<file path="config.mk">
export PLATFORM = sky130hd
export DESIGN_NAME = tiger_dmem_controller
export DESIGN_NICKNAME = d
export VERILOG_FILES = /design/src/rtl/tiger_dmem_controller_pkg.sv /design/src/rtl/tiger_mem_lane_align.sv /design/src/rtl/tiger_dmem_controller.sv
export SDC_FILE = /design/constraint.sdc
export NUM_CORES = 1
export LEC_CHECK = 0
export ABC_AREA = 1
export BUFFER_PORTS_ARGS = -buffer_cell sky130_fd_sc_hd__buf_2
export CORE_MARGIN = 4
export CORE_UTILIZATION = 45
export CTS_BUF_LIST = sky130_fd_sc_hd__clkbuf_8
export CTS_CLUSTER_SIZE = 24
export DETAILED_ROUTE_END_ITERATION = 8
export HOLD_SLACK_MARGIN = 0.08
export PLACE_DENSITY_LB_ADDON = 0.2
export RECOVER_POWER = 25
export SKIP_CTS_REPAIR_TIMING = 1
export SYNTH_ARGS = -nofsm -noshare
export SYNTH_HDL_FRONTEND = slang
export SYNTH_SLANG_ARGS = --single-unit
</file>
<file path="constraint.sdc">
create_clock -name clk -period 6.45 [get_ports clk]
set_input_delay 1.6125 -clock clk [delete_from_list [all_inputs] [get_ports clk]]
set_output_delay 1.6125 -clock clk [all_outputs]
set_load 0.03 [all_outputs]
</file>
<file path="src/rtl/tiger_dmem_controller_pkg.sv">
// Shared encodings for the Tiger data-memory controller: FSM states,
// access sizes and bus widths.
package tiger_dmem_controller_pkg;

  localparam int unsigned DATA_W = 32;
  localparam int unsigned BE_W   = DATA_W / 8;

  typedef enum logic [1:0] {
    ST_IDLE  = 2'd0,
    ST_CMD   = 2'd1,
    ST_RDATA = 2'd2,
    ST_DONE  = 2'd3
  } state_e;

  typedef enum logic [1:0] {
    SZ_BYTE = 2'd0,
    SZ_HALF = 2'd1,
    SZ_WORD = 2'd2
  } size_e;

  // Byte wins over halfword; neither flag means a full word.
  function automatic size_e decode_size(input logic mem8, input logic mem16);
    if (mem8)  return SZ_BYTE;
    if (mem16) return SZ_HALF;
    return SZ_WORD;
  endfunction

endpackage

</file>
<file path="src/rtl/tiger_mem_lane_align.sv">
// Little-endian lane steering: byte enables, lane-replicated store data,
// right-justified zero-filled load data and the misalignment flag.
module tiger_mem_lane_align
  import tiger_dmem_controller_pkg::*;
(
  input  size_e             size,
  input  logic [1:0]        offset,
  input  logic [DATA_W-1:0] store_data,
  input  logic [DATA_W-1:0] read_data,
  output logic [BE_W-1:0]   byteenable,
  output logic [DATA_W-1:0] write_data,
  output logic [DATA_W-1:0] load_data,
  output logic              misaligned
);

  logic [DATA_W-1:0] byte_shift;
  logic [DATA_W-1:0] half_shift;

  assign byte_shift = read_data >> {offset, 3'b000};
  assign half_shift = read_data >> {offset[1], 4'b0000};

  always_comb begin
    byteenable = '0;
    write_data = store_data;
    load_data  = '0;
    misaligned = 1'b0;
    case (size)
      SZ_BYTE: begin
        byteenable = BE_W'(4'b0001) << offset;
        write_data = {4{store_data[7:0]}};
        load_data  = {24'h0, byte_shift[7:0]};
      end
      SZ_HALF: begin
        byteenable = offset[1] ? 4'b1100 : 4'b0011;
        write_data = {2{store_data[15:0]}};
        load_data  = {16'h0, half_shift[15:0]};
        misaligned = offset[0];
      end
      default: begin
        byteenable = 4'b1111;
        write_data = store_data;
        load_data  = read_data;
        misaligned = |offset;
      end
    endcase
  end

endmodule

</file>
<file path="src/rtl/tiger_dmem_controller.sv">
// Sequences MA-stage loads/stores onto one Avalon-MM data master and stalls
// the pipeline until the bus transaction has completed.
module tiger_dmem_controller
  import tiger_dmem_controller_pkg::*;
#(
  parameter int unsigned ADDR_W = 32
) (
  input  logic              clk,
  input  logic              reset,
  input  logic              memRead,
  input  logic              memWrite,
  input  logic              mem8,
  input  logic              mem16,
  input  logic [ADDR_W-1:0] addr,
  input  logic [DATA_W-1:0] storeData,
  output logic              stallOut,
  output logic [DATA_W-1:0] memreaddata,
  output logic              addrErr,
  output logic [ADDR_W-1:0] avm_address,
  output logic [BE_W-1:0]   avm_byteenable,
  output logic              avm_read,
  output logic              avm_write,
  output logic [DATA_W-1:0] avm_writedata,
  input  logic [DATA_W-1:0] avm_readdata,
  input  logic              avm_waitrequest,
  input  logic              avm_readdatavalid
);

  state_e            state;
  size_e             req_size;
  size_e             held_size;
  size_e             cur_size;
  logic [1:0]        held_off;
  logic [1:0]        cur_off;
  logic              req;
  logic              misaligned;
  logic              go;
  logic [BE_W-1:0]   lane_be;
  logic [DATA_W-1:0] lane_wd;
  logic [DATA_W-1:0] lane_ld;

  assign req      = memRead | memWrite;
  assign req_size = decode_size(mem8, mem16);

  // Live request steers lanes in IDLE; the captured one is used afterwards.
  assign cur_size = (state == ST_IDLE) ? req_size : held_size;
  assign cur_off  = (state == ST_IDLE) ? addr[1:0] : held_off;

  tiger_mem_lane_align u_lane_align (
    .size       (cur_size),
    .offset     (cur_off),
    .store_data (storeData),
    .read_data  (avm_readdata),
    .byteenable (lane_be),
    .write_data (lane_wd),
    .load_data  (lane_ld),
    .misaligned (misaligned)
  );

  assign go       = (state == ST_IDLE) & req & ~misaligned;
  assign addrErr  = (state == ST_IDLE) & req & misaligned;
  assign stallOut = go | (state == ST_CMD) | (state == ST_RDATA);

  always_ff @(posedge clk or posedge reset) begin
    if (reset) begin
      state          <= ST_IDLE;
      held_size      <= SZ_WORD;
      held_off       <= 2'b00;
      avm_read       <= 1'b0;
      avm_write      <= 1'b0;
      avm_address    <= '0;
      avm_byteenable <= '0;
      avm_writedata  <= '0;
      memreaddata    <= '0;
    end else begin
      case (state)
        ST_IDLE: begin
          if (go) begin
            held_size      <= req_size;
            held_off       <= addr[1:0];
            avm_address    <= {addr[ADDR_W-1:2], 2'b00};
            avm_byteenable <= lane_be;
            avm_writedata  <= lane_wd;
            // A load wins when both requests are raised together.
            avm_read       <= memRead;
            avm_write      <= memWrite & ~memRead;
            state          <= ST_CMD;
          end
        end
        ST_CMD: begin
          if (!avm_waitrequest) begin
            avm_read  <= 1'b0;
            avm_write <= 1'b0;
            if (avm_write) begin
              state <= ST_DONE;
            end else if (avm_readdatavalid) begin
              memreaddata <= lane_ld;
              state       <= ST_DONE;
            end else begin
              state <= ST_RDATA;
            end
          end
        end
        ST_RDATA: begin
          if (avm_readdatavalid) begin
            memreaddata <= lane_ld;
            state       <= ST_DONE;
          end
        end
        ST_DONE: begin
          state <= ST_IDLE;
        end
      endcase
    end
  end

endmodule

</file>
# ---- After elaboration in Yosys (flattened, before gate mapping)
# Index checks and enable logic that the tools add are counted.
dict set report totals {
  regBits 106
  latchBits 0
  mem_bits_rw 0
  romBits 0
  inputBits 104
  output_inout_bits 104
  elab_cells 67
  mem_count 0
}
dict set report classes {
  n_addsub 0
  mul 0
  div_mod_pow 0
  order_cmp 0
  n_eq_ne 8
  n_shift 3
  mux 29
  bitwise_logic 9
  reduce_logical 9
}
# cell n
set op_table {}
lappend op_table {{$pmux W32 S2} 3}
lappend op_table {{$mux W32} 3}
lappend op_table {{$shr A32 B5 Y16} 1}
lappend op_table {{$shr A32 B5 Y8} 1}
lappend op_table {{$mux W2} 9}
lappend op_table {{$reduce_and A3 Y1} 3}
lappend op_table {{$mux W1} 8}
lappend op_table {{$ne A2 B2 Y1 const B} 4}
lappend op_table {{$pmux W2 S4} 1}
lappend op_table {{$pmux W4 S2} 1}
lappend op_table {{$pmux W1 S2} 3}
lappend op_table {{$and A1 B1 Y1} 4}
lappend op_table {{$eq A2 B1 Y1 const B} 2}
lappend op_table {{$eq A2 B2 Y1 const B} 2}
lappend op_table {{$logic_not A2 Y1} 2}
lappend op_table {{$mux W4} 1}
lappend op_table {{$reduce_bool A2 Y1} 2}
lappend op_table {{$shl A1 B2 Y4 const A} 1}
lappend op_table {{$or A1 B1 Y1} 3}
lappend op_table {{$not A1 Y1} 2}
lappend op_table {{$reduce_and A2 Y1} 1}
lappend op_table {{$reduce_or A2 Y1} 1}

# ---- Depth between registers and ports, before layout
dict set report logic_depth {
  word_depth 11
  ltp_mapped 13
  ltp_nobuf 12
}

# ---- By module
# Synthesis repeated with hierarchy kept, for this count alone.
dict set report hier_totals {
  cells_unflattened 718
  hier_area_um2 5408.9
}
# mod n_inst cells_per_inst area_each_um2 seq_area_each_um2
set modules_own_cells {}
lappend modules_own_cells {tiger_dmem_controller 1 497 4309.1 2653.8}
lappend modules_own_cells {tiger_mem_lane_align 1 221 1099.8 0.0}

# ---- Worst setup path after synthesis
# Ideal clock, no wire load.
dict set report synth_path {
  path_type {input-to-output}
  from {input mem8}
  to {output addrErr}
  arrival_time_ns 2.665
  t_required_ns 4.838
  slack_ns 2.172
  stages 5
  n_path_buf 0
  cell_sequence {nor2_1 nand2_1 nand2_1 nand2_1 a21boi_0}
}
dict set report synth_between {
  elab_chain_cells 6
  elab_cells_between_ends 7
  classes_between {1 x eq/ne; 4 x mux; 1 x bitwise; 1 x reduce/logical}
}
# item line
set synth_lines {}
lappend synth_lines {{start: declaration} tiger_dmem_controller.sv:12} ;# input logic mem8,
lappend synth_lines {{$mux W1 *} tiger_dmem_controller_pkg.sv:23} ;# if (mem8) return SZ_BYTE;
lappend synth_lines {{$mux W2 *} tiger_dmem_controller_pkg.sv:24} ;# if (mem16) return SZ_HALF;
lappend synth_lines {{$mux W2 *} tiger_dmem_controller.sv:46} ;# assign cur_size = (state == ST_IDLE) ? req_size : held_size;
lappend synth_lines {{$eq A2 B1 Y1 or $logic_not A2 Y1 (tied branches)} tiger_mem_lane_align.sv:27} ;# case (size)
lappend synth_lines {{$pmux W1 S2 *} tiger_mem_lane_align.sv:27}
lappend synth_lines {{$and A1 B1 Y1 *} tiger_dmem_controller.sv:61} ;# assign addrErr = (state == ST_IDLE) & req & misaligned;
lappend synth_lines {{end: declaration} tiger_dmem_controller.sv:18} ;# output logic addrErr,
# Every way passes the cells marked *; elsewhere a longest branch is shown, timed or not.

# ---- Worst setup path in the final report
dict set report layout_path {
  from {input addr[0]}
  to {output addrErr}
}
dict set report layout_between {
  elab_chain_cells 4
}
# item line
set layout_lines {}
lappend layout_lines {{start: declaration} tiger_dmem_controller.sv:14} ;# input logic [ADDR_W-1:0] addr,
lappend layout_lines {{$mux W2 *} tiger_dmem_controller.sv:47} ;# assign cur_off = (state == ST_IDLE) ? addr[1:0] : held_off;
lappend layout_lines {{$reduce_or A2 Y1} tiger_mem_lane_align.sv:43} ;# misaligned = |offset;
lappend layout_lines {{$pmux W1 S2 *} tiger_mem_lane_align.sv:27}
lappend layout_lines {{$and A1 B1 Y1 *} tiger_dmem_controller.sv:61}
# Marks and branches as above.

==> impl_metrics.json <==
{
  "result_of_the_run": "finished, violations left",
  "failed_checks": "max-capacitance violations, max-slew violations",
  "routed_wire_length_per_instance_um": 14.6,
  "drt_first_iter_violations": 364,
  "place_inst": 1047,
  "synth_edf_count": 0,
  "critical_path_class": "in -> out",
  "buffer_ports.inserted": 205,
  "grt_remaining_overflow": 0,
  "floorplan.core_area_um2": 11600,
  "element_type_at_the_critical_path_start": "input port",
  "instances_no_fill": 1063,
  "tightest_slew_ps": 2720,
  "route.detailed.drc": 0,
  "postSynthAreaPerCell_um2": 7.35,
  "pin_count": 208,
  "number_of_antenna_violations_at_the_first_check_in_global_routing": 0,
  "synthesis.instances": 732,
  "setup_ws_ps": 1780,
  "dpl_worst_slack_ps": 1770,
  "fp.dieW_um": 117,
  "clock_power_share": 0.098,
  "initial_standard_cell_utilization_of_the_core": 0.465,
  "post_synth_main_area_contributors": "sky130_fd_sc_hd__dfrtp_1 (49%), sky130_fd_sc_hd__nand2_1 (25%), sky130_fd_sc_hd__o21ai_0 (4.3%)",
  "gp_routability_congestion": 0.855,
  "tritoncts_clock_tree": "built",
  "clock_tree.root_cell": "sky130_fd_sc_hd__clkbuf_8",
  "syn_area_um2": 5380,
  "hp-class": "reg -> reg",
  "finalCriticalPeriod_ps": 4670,
  "cts_buffers": 9,
  "achievable-frequency_mhz": 214,
  "setup_tns_final_ps": 0,
  "reg2reg_slack_ps": 2610,
  "timing.max_slew.rel_slack": -0.820,
  "synth-async-reset-ratio": 1.00,
  "synth_top_area_share": 0.488,
  "power_density_nw_per_um2": 583,
  "worstPathBufferInverterCount": 2,
  "worst-endpoint-arrival_ps": 3060,
  "post_route_cells_drive_above_1_share": 0.254,
  "cts_num_sinks": 106,
  "setup_viol": 0,
  "grt_max_degree": 77,
  "cellLeakagePower_nw": 3.84,
  "synthesis.yosys.warnings": 0,
  "hold_violation_total_from_the_final_report": 0,
  "most_used_standard_cells_in_the_synthesized_netlist": "sky130_fd_sc_hd__nand2_1 (362), sky130_fd_sc_hd__dfrtp_1 (105), sky130_fd_sc_hd__nor2_1 (46), sky130_fd_sc_hd__o21ai_0 (46), sky130_fd_sc_hd__inv_1 (44)",
  "die_area_um2": 13800,
  "ctsLongestPathBuffers": 2,
  "endpoint_kind": "output port",
  "ys_ff_latch": 106,
  "critical_path.cell_chain": "buf_2 > nand2_1 > nand2_1 > nand2_1 > a21boi_0 > buf_2",
  "worst-endpoint-required_ps": 4840,
  "pwr-share-comb": 0.601,
  "worst_setup_path_startpoint": "addr[0]",
  "grt_first_pass_wirelength_um": 25100,
  "grt_setup_unrepaired": "no",
  "r2r_start": "state[0]",
  "largest_area_contributor_in_the_synthesized_netlist": "sky130_fd_sc_hd__dfrtp_1",
  "number_of_vias_in_the_routed_layout": 5243,
  "grt_util_all_layers": 0.221,
  "seq_power_share": 0.301,
  "fin_crit_sh": 0.724,
  "worst_supply_voltage_drop_on_vdd_v": 0.000246,
  "r2r.worst_path.cells": 10,
  "seq_area_frac_synth": 0.493,
  "worstReg2RegEnd": "held_size[1]",
  "fin_nets": 1022,
  "maxCapViolCount": 2,
  "routed_wl_um": 15600,
  "crit_slowest_cell": "sky130_fd_sc_hd__nand2_1",
  "ys_types": 27,
  "cts.clk_slew.worst_paths_ps": 90,
  "initial_drt_pass_iterations": 5,
  "synthToLayoutAreaGrowth_pct": 21.5,
  "insertion_delay_ps": 380,
  "worstPathMaxFanout": 13,
  "cpPeakStageDelay_ps": 430,
  "worst-path-stages": 6,
  "final.setup_skew_ps": 11.5,
  "n_antenna_cell": 0,
  "cell_internal_pwr_mw": 1.76,
  "cpLargestDelayFamily": "simple AND/OR/NAND/NOR gates",
  "yosys.cell_count.top_type": "sky130_fd_sc_hd__nand2_1",
  "via_count_of_the_first_global_routing_pass": 4900,
  "fp-row-count": 39,
  "endpoint": "addrErr",
  "synth_top_flop_cell": "sky130_fd_sc_hd__dfrtp_1",
  "htreeDepth": 3,
  "maxSlewViolCount": 103,
  "antenna_left": 0,
  "vias_per_cell": 4.93,
  "power_switching_mw": 2.05,
  "critPathMostFrequentCell": "sky130_fd_sc_hd__nand2_1",
  "sw_frac_of_total": 0.537,
  "die_h_um": 117,
  "hpwlAfterDp_um": 11000
}
-- power by group through the flow --
stage	Clock (mW)	Combinational, mW	Sequential, mW
detailed placement	0	2.32	1.15
finish	0.373	2.29	1.15
global route	0.406	2.54	1.19
CTS	0.384	2.32	1.14
global placement	0	2.29	1.15
floorplan	0	1.15	1.73
-- cell families (layout without fill, tap and decap cells) --
| family | count (synthesis) | after routing | synth area share |
|---|---|---|---|
| simple gates | 468 | 468 | 0.350 |
| other cells | 1 | 2 | 0.000697 |
| buf+inv | 85 | 272 | 0.0760 |
| compound gates | 69 | 69 | 0.0728 |
| flops | 106 | 106 | 0.493 |
| fa+ha+maj | 3 | 3 | 0.00698 |
-- state kept, by name, indices dropped and copies added (netlist names) --
signal,cells
avm_address,30
avm_byteenable,4
avm_read,1
avm_write,1
avm_writedata,32
held_off,2
held_size,2
memreaddata,32
state,2
-- metal layers --
layer / up-vias / track usage / share of wire
met5: - / 0 / 0
met4: 0 / 0.0777 / 0.019
met3: 18 / 0.0409 / 0.066
met2: 195 / 0.341 / 0.44
met1: 2408 / 0.315 / 0.47
li1: 2622 / - / -
-- worst min path at each step --
| stage | slack [ps] | from | to | depth (start not counted) |
|---|---|---|---|---|
| finish | 470 | avm_byteenable[0] | avm_byteenable[0] | 2 |
| global route | 500 | avm_writedata[0] | avm_writedata[0] | 2 |
| CTS | 480 | avm_byteenable[0] | avm_byteenable[0] | 2 |
| detailed placement | 450 | avm_byteenable[0] | avm_byteenable[0] | 2 |
| global placement | 460 | avm_address[8] | avm_address[8] | 2 |
| floorplan | 470 | state[1] | state[1] | 2 |
-- metrics by stage --
stage                     hold WS [ps]   util  power [mW]  instance area [um^2]
after CTS                          478  0.567        3.85                  6560
after global routing               498  0.565        4.13                  6540
after detailed placement           454  0.553        3.47                  6390
final                              474  0.565        3.81                  6540
after floorplan                    467      -        2.88                  5380
after global placement             457  0.553        3.44                  6390
-- cells in the final DEF, fill, tap and decap left out --
| cell | synthesis | routed |
|---|---|---|
| sky130_fd_sc_hd__o21a_1 | 8 | 8 |
| sky130_fd_sc_hd__nor2_4 | 1 | 1 |
| sky130_fd_sc_hd__nand3_2 | 2 | 2 |
| sky130_fd_sc_hd__clkinv_2 | 0 | 1 |
| sky130_fd_sc_hd__a21boi_0 | 1 | 1 |
| sky130_fd_sc_hd__o211ai_1 | 7 | 7 |
| sky130_fd_sc_hd__clkinvlp_2 | 0 | 1 |
| sky130_fd_sc_hd__conb_1 | 1 | 2 |
| sky130_fd_sc_hd__nand4_1 | 4 | 4 |
| sky130_fd_sc_hd__or2_2 | 9 | 9 |
| sky130_fd_sc_hd__clkbuf_1 | 5 | 14 |
| sky130_fd_sc_hd__nand2_1 | 362 | 362 |
| sky130_fd_sc_hd__clkinv_4 | 0 | 1 |
| sky130_fd_sc_hd__clkbuf_8 | 0 | 10 |
| sky130_fd_sc_hd__nor2_2 | 1 | 2 |
| sky130_fd_sc_hd__buf_2 | 24 | 193 |
| sky130_fd_sc_hd__inv_1 | 44 | 47 |
| sky130_fd_sc_hd__a21oi_1 | 5 | 5 |
| sky130_fd_sc_hd__nand3_1 | 36 | 36 |
| sky130_fd_sc_hd__nand2_4 | 2 | 2 |
| sky130_fd_sc_hd__nand2_2 | 5 | 5 |
| sky130_fd_sc_hd__dfrtp_1 | 105 | 105 |
| sky130_fd_sc_hd__buf_4 | 4 | 3 |
| sky130_fd_sc_hd__a22oi_1 | 1 | 1 |
| sky130_fd_sc_hd__ha_1 | 3 | 3 |
| sky130_fd_sc_hd__nor2_1 | 46 | 45 |
| sky130_fd_sc_hd__dfstp_2 | 1 | 1 |
| sky130_fd_sc_hd__o21ai_0 | 46 | 46 |
| sky130_fd_sc_hd__o21ai_2 | 1 | 1 |
| sky130_fd_sc_hd__inv_2 | 2 | 2 |
-- worst reg2reg max path: stages, from the launching register on --
cell,delay (ps)
sky130_fd_sc_hd__dfrtp_1,440
sky130_fd_sc_hd__inv_1,80
sky130_fd_sc_hd__ha_1,370
sky130_fd_sc_hd__inv_2,230
sky130_fd_sc_hd__nand2_1,260
sky130_fd_sc_hd__nand2_1,410
sky130_fd_sc_hd__nand2_1,170
sky130_fd_sc_hd__nand3_2,110
sky130_fd_sc_hd__buf_4,590
sky130_fd_sc_hd__inv_2,720
sky130_fd_sc_hd__o21ai_0,370
-- cell type report --
class | count | area [um^2]
well taps | 143 | 179
clock buffers | 10 | 138
clock inverters | 6 | 28.8
inverters | 46 | 174
fillers | 1170 | 5030
flip-flops and latches | 106 | 2650
multi-input cells | 542 | 2320
repair buffers | 210 | 1040
No activity file was read; power rests on OpenSTA's default activity.
